**config.mk**
```make
export PLATFORM = sky130hd
export DESIGN_NAME = solucao_int_mux
export DESIGN_NICKNAME = d
export VERILOG_FILES = /design/src/rtl/solucao_int_mux_pkg.sv /design/src/rtl/solucao_int_mux_sync2.sv /design/src/rtl/solucao_int_mux.sv
export SDC_FILE = /design/constraint.sdc
export NUM_CORES = 1
export LEC_CHECK = 0
export ABC_AREA = 1
export CAP_MARGIN = 20
export CORE_AREA = 2 2 39 41
export CTS_CLUSTER_DIAMETER = 120
export DETAILED_ROUTE_END_ITERATION = 10
export DIE_AREA = 0 0 41 43
export PLACE_DENSITY = 0.34
export SLEW_MARGIN = 30
export SYNTH_ARGS = -nofsm -noshare
export SYNTH_HDL_FRONTEND = slang
export SYNTH_SLANG_ARGS = --single-unit
```
**constraint.sdc**
```tcl
create_clock -name clk -period 1.5 [get_ports clk]
set_clock_uncertainty 0.05 [all_clocks]
set_input_delay 0.45 -clock clk [delete_from_list [all_inputs] [get_ports clk]]
set_output_delay 0.45 -clock clk [all_outputs]
set_load 0.05 [all_outputs]
```
**src/rtl/solucao_int_mux_pkg.sv**
```systemverilog
// Shared definitions for the 4-channel interrupt selector.
// Mode encodings, channel indices and the one-hot test used by the select check.
package solucao_pkg;

  localparam logic MODE_SEL    = 1'b1;
  localparam logic MODE_BYPASS = 1'b0;

  localparam int CH_A = 0;
  localparam int CH_B = 1;
  localparam int CH_C = 2;
  localparam int CH_D = 3;

  // Exactly one bit set: non-zero and clearing the lowest set bit leaves nothing.
  function automatic logic onehot4(input logic [3:0] v);
    return (v != 4'b0000) && ((v & (v - 4'd1)) == 4'b0000);
  endfunction

endpackage

```
**src/rtl/solucao_int_mux_sync2.sv**
```systemverilog
// Single-bit two-flop synchronizer, cleared to 0 by an asynchronous active-high reset.
module solucao_sync2 (
  input  logic clk,
  input  logic rst,
  input  logic d_i,
  output logic q_o
);

  logic meta_q;
  logic sync_q;

  // Two back-to-back flops; only sync_q is safe to use downstream.
  always_ff @(posedge clk or posedge rst) begin
    if (rst) begin
      meta_q <= 1'b0;
      sync_q <= 1'b0;
    end else begin
      meta_q <= d_i;
      sync_q <= meta_q;
    end
  end

  assign q_o = sync_q;

endmodule

```
**src/rtl/solucao_int_mux.sv**
```systemverilog
// Clocked 4-channel interrupt selector with a registered request output and an
// illegal-select flag. Build option SOLUCAO_INT_SYNC_EN inserts a two-flop
// synchronizer on each interrupt input (interrupt latency 3 cycles instead of 1;
// mode/select latency stays 1 cycle).
module solucao_int_mux
  import solucao_pkg::*;
#(
  parameter logic RST_Y = 1'b0
) (
  input  logic clk,
  input  logic rst,
  input  logic m,
  input  logic inta,
  input  logic intb,
  input  logic intc,
  input  logic intd,
  input  logic sa,
  input  logic sb,
  input  logic sc,
  input  logic sd,
  output logic y,
  output logic sel_err
);

  logic [3:0] int_raw;
  logic [3:0] int_s;
  logic [3:0] sel;
  logic       y_d, y_q;
  logic       sel_err_d, sel_err_q;

  assign int_raw[CH_A] = inta;
  assign int_raw[CH_B] = intb;
  assign int_raw[CH_C] = intc;
  assign int_raw[CH_D] = intd;

  assign sel[CH_A] = sa;
  assign sel[CH_B] = sb;
  assign sel[CH_C] = sc;
  assign sel[CH_D] = sd;

`ifdef SOLUCAO_INT_SYNC_EN
  for (genvar g = 0; g < 4; g++) begin : g_sync
    solucao_sync2 u_sync (
      .clk (clk),
      .rst (rst),
      .d_i (int_raw[g]),
      .q_o (int_s[g])
    );
  end
`else
  assign int_s = int_raw;
`endif

  // Next output: OR of selected channels in select mode, channel A in bypass.
  always_comb begin
    y_d       = 1'b0;
    sel_err_d = 1'b0;
    case (m)
      MODE_SEL: begin
        y_d       = |(int_s & sel);
        sel_err_d = ~onehot4(sel);
      end
      MODE_BYPASS: begin
        y_d       = int_s[CH_A];
        sel_err_d = 1'b0;
      end
    endcase
  end

  // Output register; only changes on the clock edge so select changes cannot glitch y.
  always_ff @(posedge clk or posedge rst) begin
    if (rst) begin
      y_q       <= RST_Y;
      sel_err_q <= 1'b0;
    end else begin
      y_q       <= y_d;
      sel_err_q <= sel_err_d;
    end
  end

  assign y       = y_q;
  assign sel_err = sel_err_q;

endmodule

```
Word level (Yosys, flattened, before mapping)
Cells that the tools add are included.
W data, S select, Z words.
- add/sub/neg operators: 1
- $mul: 0
- div/mod/pow operators: 0
- $lt $le $gt $ge: 0
- eq/ne operators: 0
- shifts and indexed selects: 0
- muxes and demuxes: 2
- bitwise logic cells: 4
- reduce and logical (&&, ||, !) cells: 4
- operators by type and width (cell ; number):
    $and A4 B4 Y4 ; 2
    $logic_not A4 Y1 ; 1
    $pmux W1 S2 ; 2
    $reduce_bool A4 Y1 ; 1
    $reduce_or A4 Y1 ; 1
    $sub A4 B1 Y4 const B ; 1
    $not A1 Y1 ; 2
    $logic_and A1 B1 Y1 ; 1
- bits in registers: 2
- latch bits: 0
- RAM bits: 0
- ROM bits: 0
- input bits: 11
- output and inout bits: 2
- logic and storage cells: 13
- memories: 0

Longest topological paths before layout
- depth after elaboration: 6
- mapped depth: 5
- depth with buffers taken out: 5

Worst setup path before layout
OpenSTA, ideal clock, no wires.
- path type: register to output
- start: register sel_err_q (netlist: sel_err)
- end: output port sel_err
- arrival time: 0.586 ns
- data required time: 1.000 ns
- path slack: 0.414 ns
- cell stages (with the launch flop): 1
- path buffers: 0
- path through: dfrtp_1
- RTL lines (element ; line ; source):
    from (decl) ; solucao_int_mux.sv:29 ; logic sel_err_d, sel_err_q;
    from (signal assigned) ; solucao_int_mux.sv:77 ; sel_err_q <= sel_err_d;
    to (decl) ; solucao_int_mux.sv:22 ; output logic sel_err
No word-level cell between the ends.

Final worst setup path
- start: register sel_err_q (netlist: sel_err)
- end: output port sel_err
No word-level cell between the ends.

==> summary.txt <==
Timing
  • PnR worst setup slack: 0.247 ns
  • Final Hold Viols: 0
  • Final Critical Period: 1.25 ns
  • Final worst path period share: 83.6%
  • Final Setup Violations: 0
  • RSZ-0062 raised after global routing: false
  • Worst slew pin tran: 0.135 ns
  • Slew margin rel.: 91.0%
  • Setup TNS Final: 0 ns
  • Fmax: 798 MHz
  • Max-slew violations: 0

Logic synthesis
  • Cell with the most instances after synthesis: nand2_1
  • Seq/Total Area, Yosys: 34.2%
  • Yosys top cell area share: 34.2%
  • Number of enable flip-flop cells after synthesis: 0
  • Cell Area, Synth: 146 sq um
  • YS warnings: 0
  • Area contributors post-synth: dfrtp_1 34%, nand2_1 33%, inv_1 15%, nor2_1 10%, nand3_1 6.8%
  • Flops & latches, synth: 2
  • Net Count, Synth: 38
  • Synth area leader: dfrtp_1
  • Async SR Flop Fraction: 100%
  • Synth Instances: 27
  • Syn_area_per_cell: 5.42 sq um
  • Synth cell count leaders: 13 x nand2_1, 6 x inv_1, 4 x nor2_1
  • Synth Flop Type: dfrtp_1
  • Synth cell types: 5

Clock tree
  • Longest Clk Path Bufs: 2
  • Setup bufs post-CTS: 0
  • Post-CTS Resized: 0
  • Root Driver: clkbuf_4
  • H-tree depth: 1
  • CTS Hold Bufs: 0
  • CTS tree: yes
  • Num CTS Buffers: 3
  • CTS Sinks: 2
  • Clock slew at reported path FFs: 0.03 ns

Final layout
  • Non-filler cells, final: 58
  • Final core utilization: 23.8%
  • Layout area overhead: 125%
  • Nets: 55
  • Fill cell count: 156
  • Antenna cells: 0
  • Share of cells above drive strength 1: 11.9%

Die
  • Die Width: 41 um
  • Die H: 43 um
  • Row count: 14
  • Initial core utilization: 10.6%
  • Io pins: 13
  • Die Area: 1760 sq um
  • CORE AREA: 1380 sq um

Worst setup path
  • Critical path startpoint category: register
  • Crit-path slowest cell: dfrtp_1
  • WP data required: 1.00 ns
  • CP delay by family, top: flip-flops
  • Worst Path Buf+Inv: 1
  • Critical path arrival: 0.75 ns
  • Critical Path, Cell by Cell: buf_12
  • Worst Setup Path Type: reg2out
  • Worst Path Max Fanout: 1
  • Max incr delay on CP: 0.38 ns
  • CP endpoint kind: primary output

Power and ir drop
  • Combinational Power Share: 32.2%
  • Total Power: 0.259 mW
  • Internal power: 0.194 mW
  • Max VDD drop: 150 uV
  • Reg power frac: 24.2%
  • Switch Pwr: 0.0647 mW
  • Switching Share: 25.0%
  • Clock share of power: 43.6%
  • Static leakage: 0.175 nW
  • Pwr Density: 787 nW/um^2

Hold path
  • Hold Path Class: in2async

Routing
  • TritonRoute pass-1 iters: 3
  • Via-to-Cell Ratio: 3.26
  • Final wirelength: 381 um
  • Drt wl/cell: 6.57 um
  • Number of DRC markers in iteration 0: 1
  • Antenna viol nets, final: 0
  • DRC violations left: 0
  • Detailed-route via count: 189

GRT
  • Gr ovfl total: 0
  • Vias in the first global route: 176
  • First-pass GRT wire length: 621 um
  • Initial antenna violation count: 0
  • Total GRT Usage: 5.51%
  • Largest net degree at the start of global routing: 5

Placement
  • Worst slack after detailed placement: 0.0752 ns
  • Dpl cells: 55
  • Final HPWL DP: 355 um
  • Port Buffers: 12
  • Final GP Congestion: 0.562

Job
  • Max-cap viol count: 0

Status
  • Status: completed
==> sequential cells by signal (all words and copies together), names as in the netlist <==
signal   count
y            1
sel_err      1
==> worst paths after layout <==
| path | from | endpoint | depth (start not counted) |
|---|---|---|---|
| setup / recovery | sel_err | sel_err | 1 |
| hold / removal | rst | sel_err | 2 |
| max in group asynchronous | rst | y | 2 |
| min in group clk | inta | y | 3 |
==> layout make-up <==
class | count | area [sq um] | share of cell area [%]
Timing Repair Buffer | 12 | 140 | 42.6
Multi-Input combinational cell | 19 | 73.8 | 22.4
Sequential cell | 2 | 50.0 | 15.2
Clock buffer | 3 | 22.5 | 6.84
Inverter | 6 | 22.5 | 6.84
Tap cell | 16 | 20.0 | 6.08
==> cell usage in the layout, fill, tap and decap left out <==
| master | netlist | routed |
|---|---|---|
| nand2_1 | 13 | 13 |
| clkdlybuf4s50_1 | 0 | 10 |
| inv_1 | 6 | 6 |
| nor2_1 | 4 | 4 |
| clkbuf_4 | 0 | 3 |
| nand3_1 | 2 | 2 |
| buf_12 | 0 | 2 |
| dfrtp_1 | 2 | 2 |
==> power groups by stage <==
stage	logic, mW	registers [mW]	clock network, mW
finish	0.0834	0.0627	0.113
detailed placement	0.0844	0.0633	0
CTS	0.0847	0.0627	0.120
floorplan	0.0160	0.0773	0
global placement	0.0839	0.0634	0
global route	0.0915	0.0629	0.124
==> metal layers <==
metal | wire (um) | global-route usage, %
met2 | 203 | 8.44
met3 | 43 | 1.57
met5 | 0 | 0
met1 | 134 | 5.10
met4 | 0 | 6.00
==> metrics by stage <==
| stage | area (sq um) | hold WS, ns |
|---|---|---|
| after floorplan | 146 | 0.141 |
| after global placement | 307 | 0.561 |
| after detailed placement | 307 | 0.569 |
| after CTS | 329 | 0.343 |
| after global routing | 329 | 0.349 |
| final | 329 | 0.343 |
==> cell families after synthesis <==
kind of cell	after synthesis	share of synthesized area, %
buffers and inverters	6	15.4
DFF	2	34.2
and+or+nand+nor	19	50.4
(Power assumes the default switching activity.)
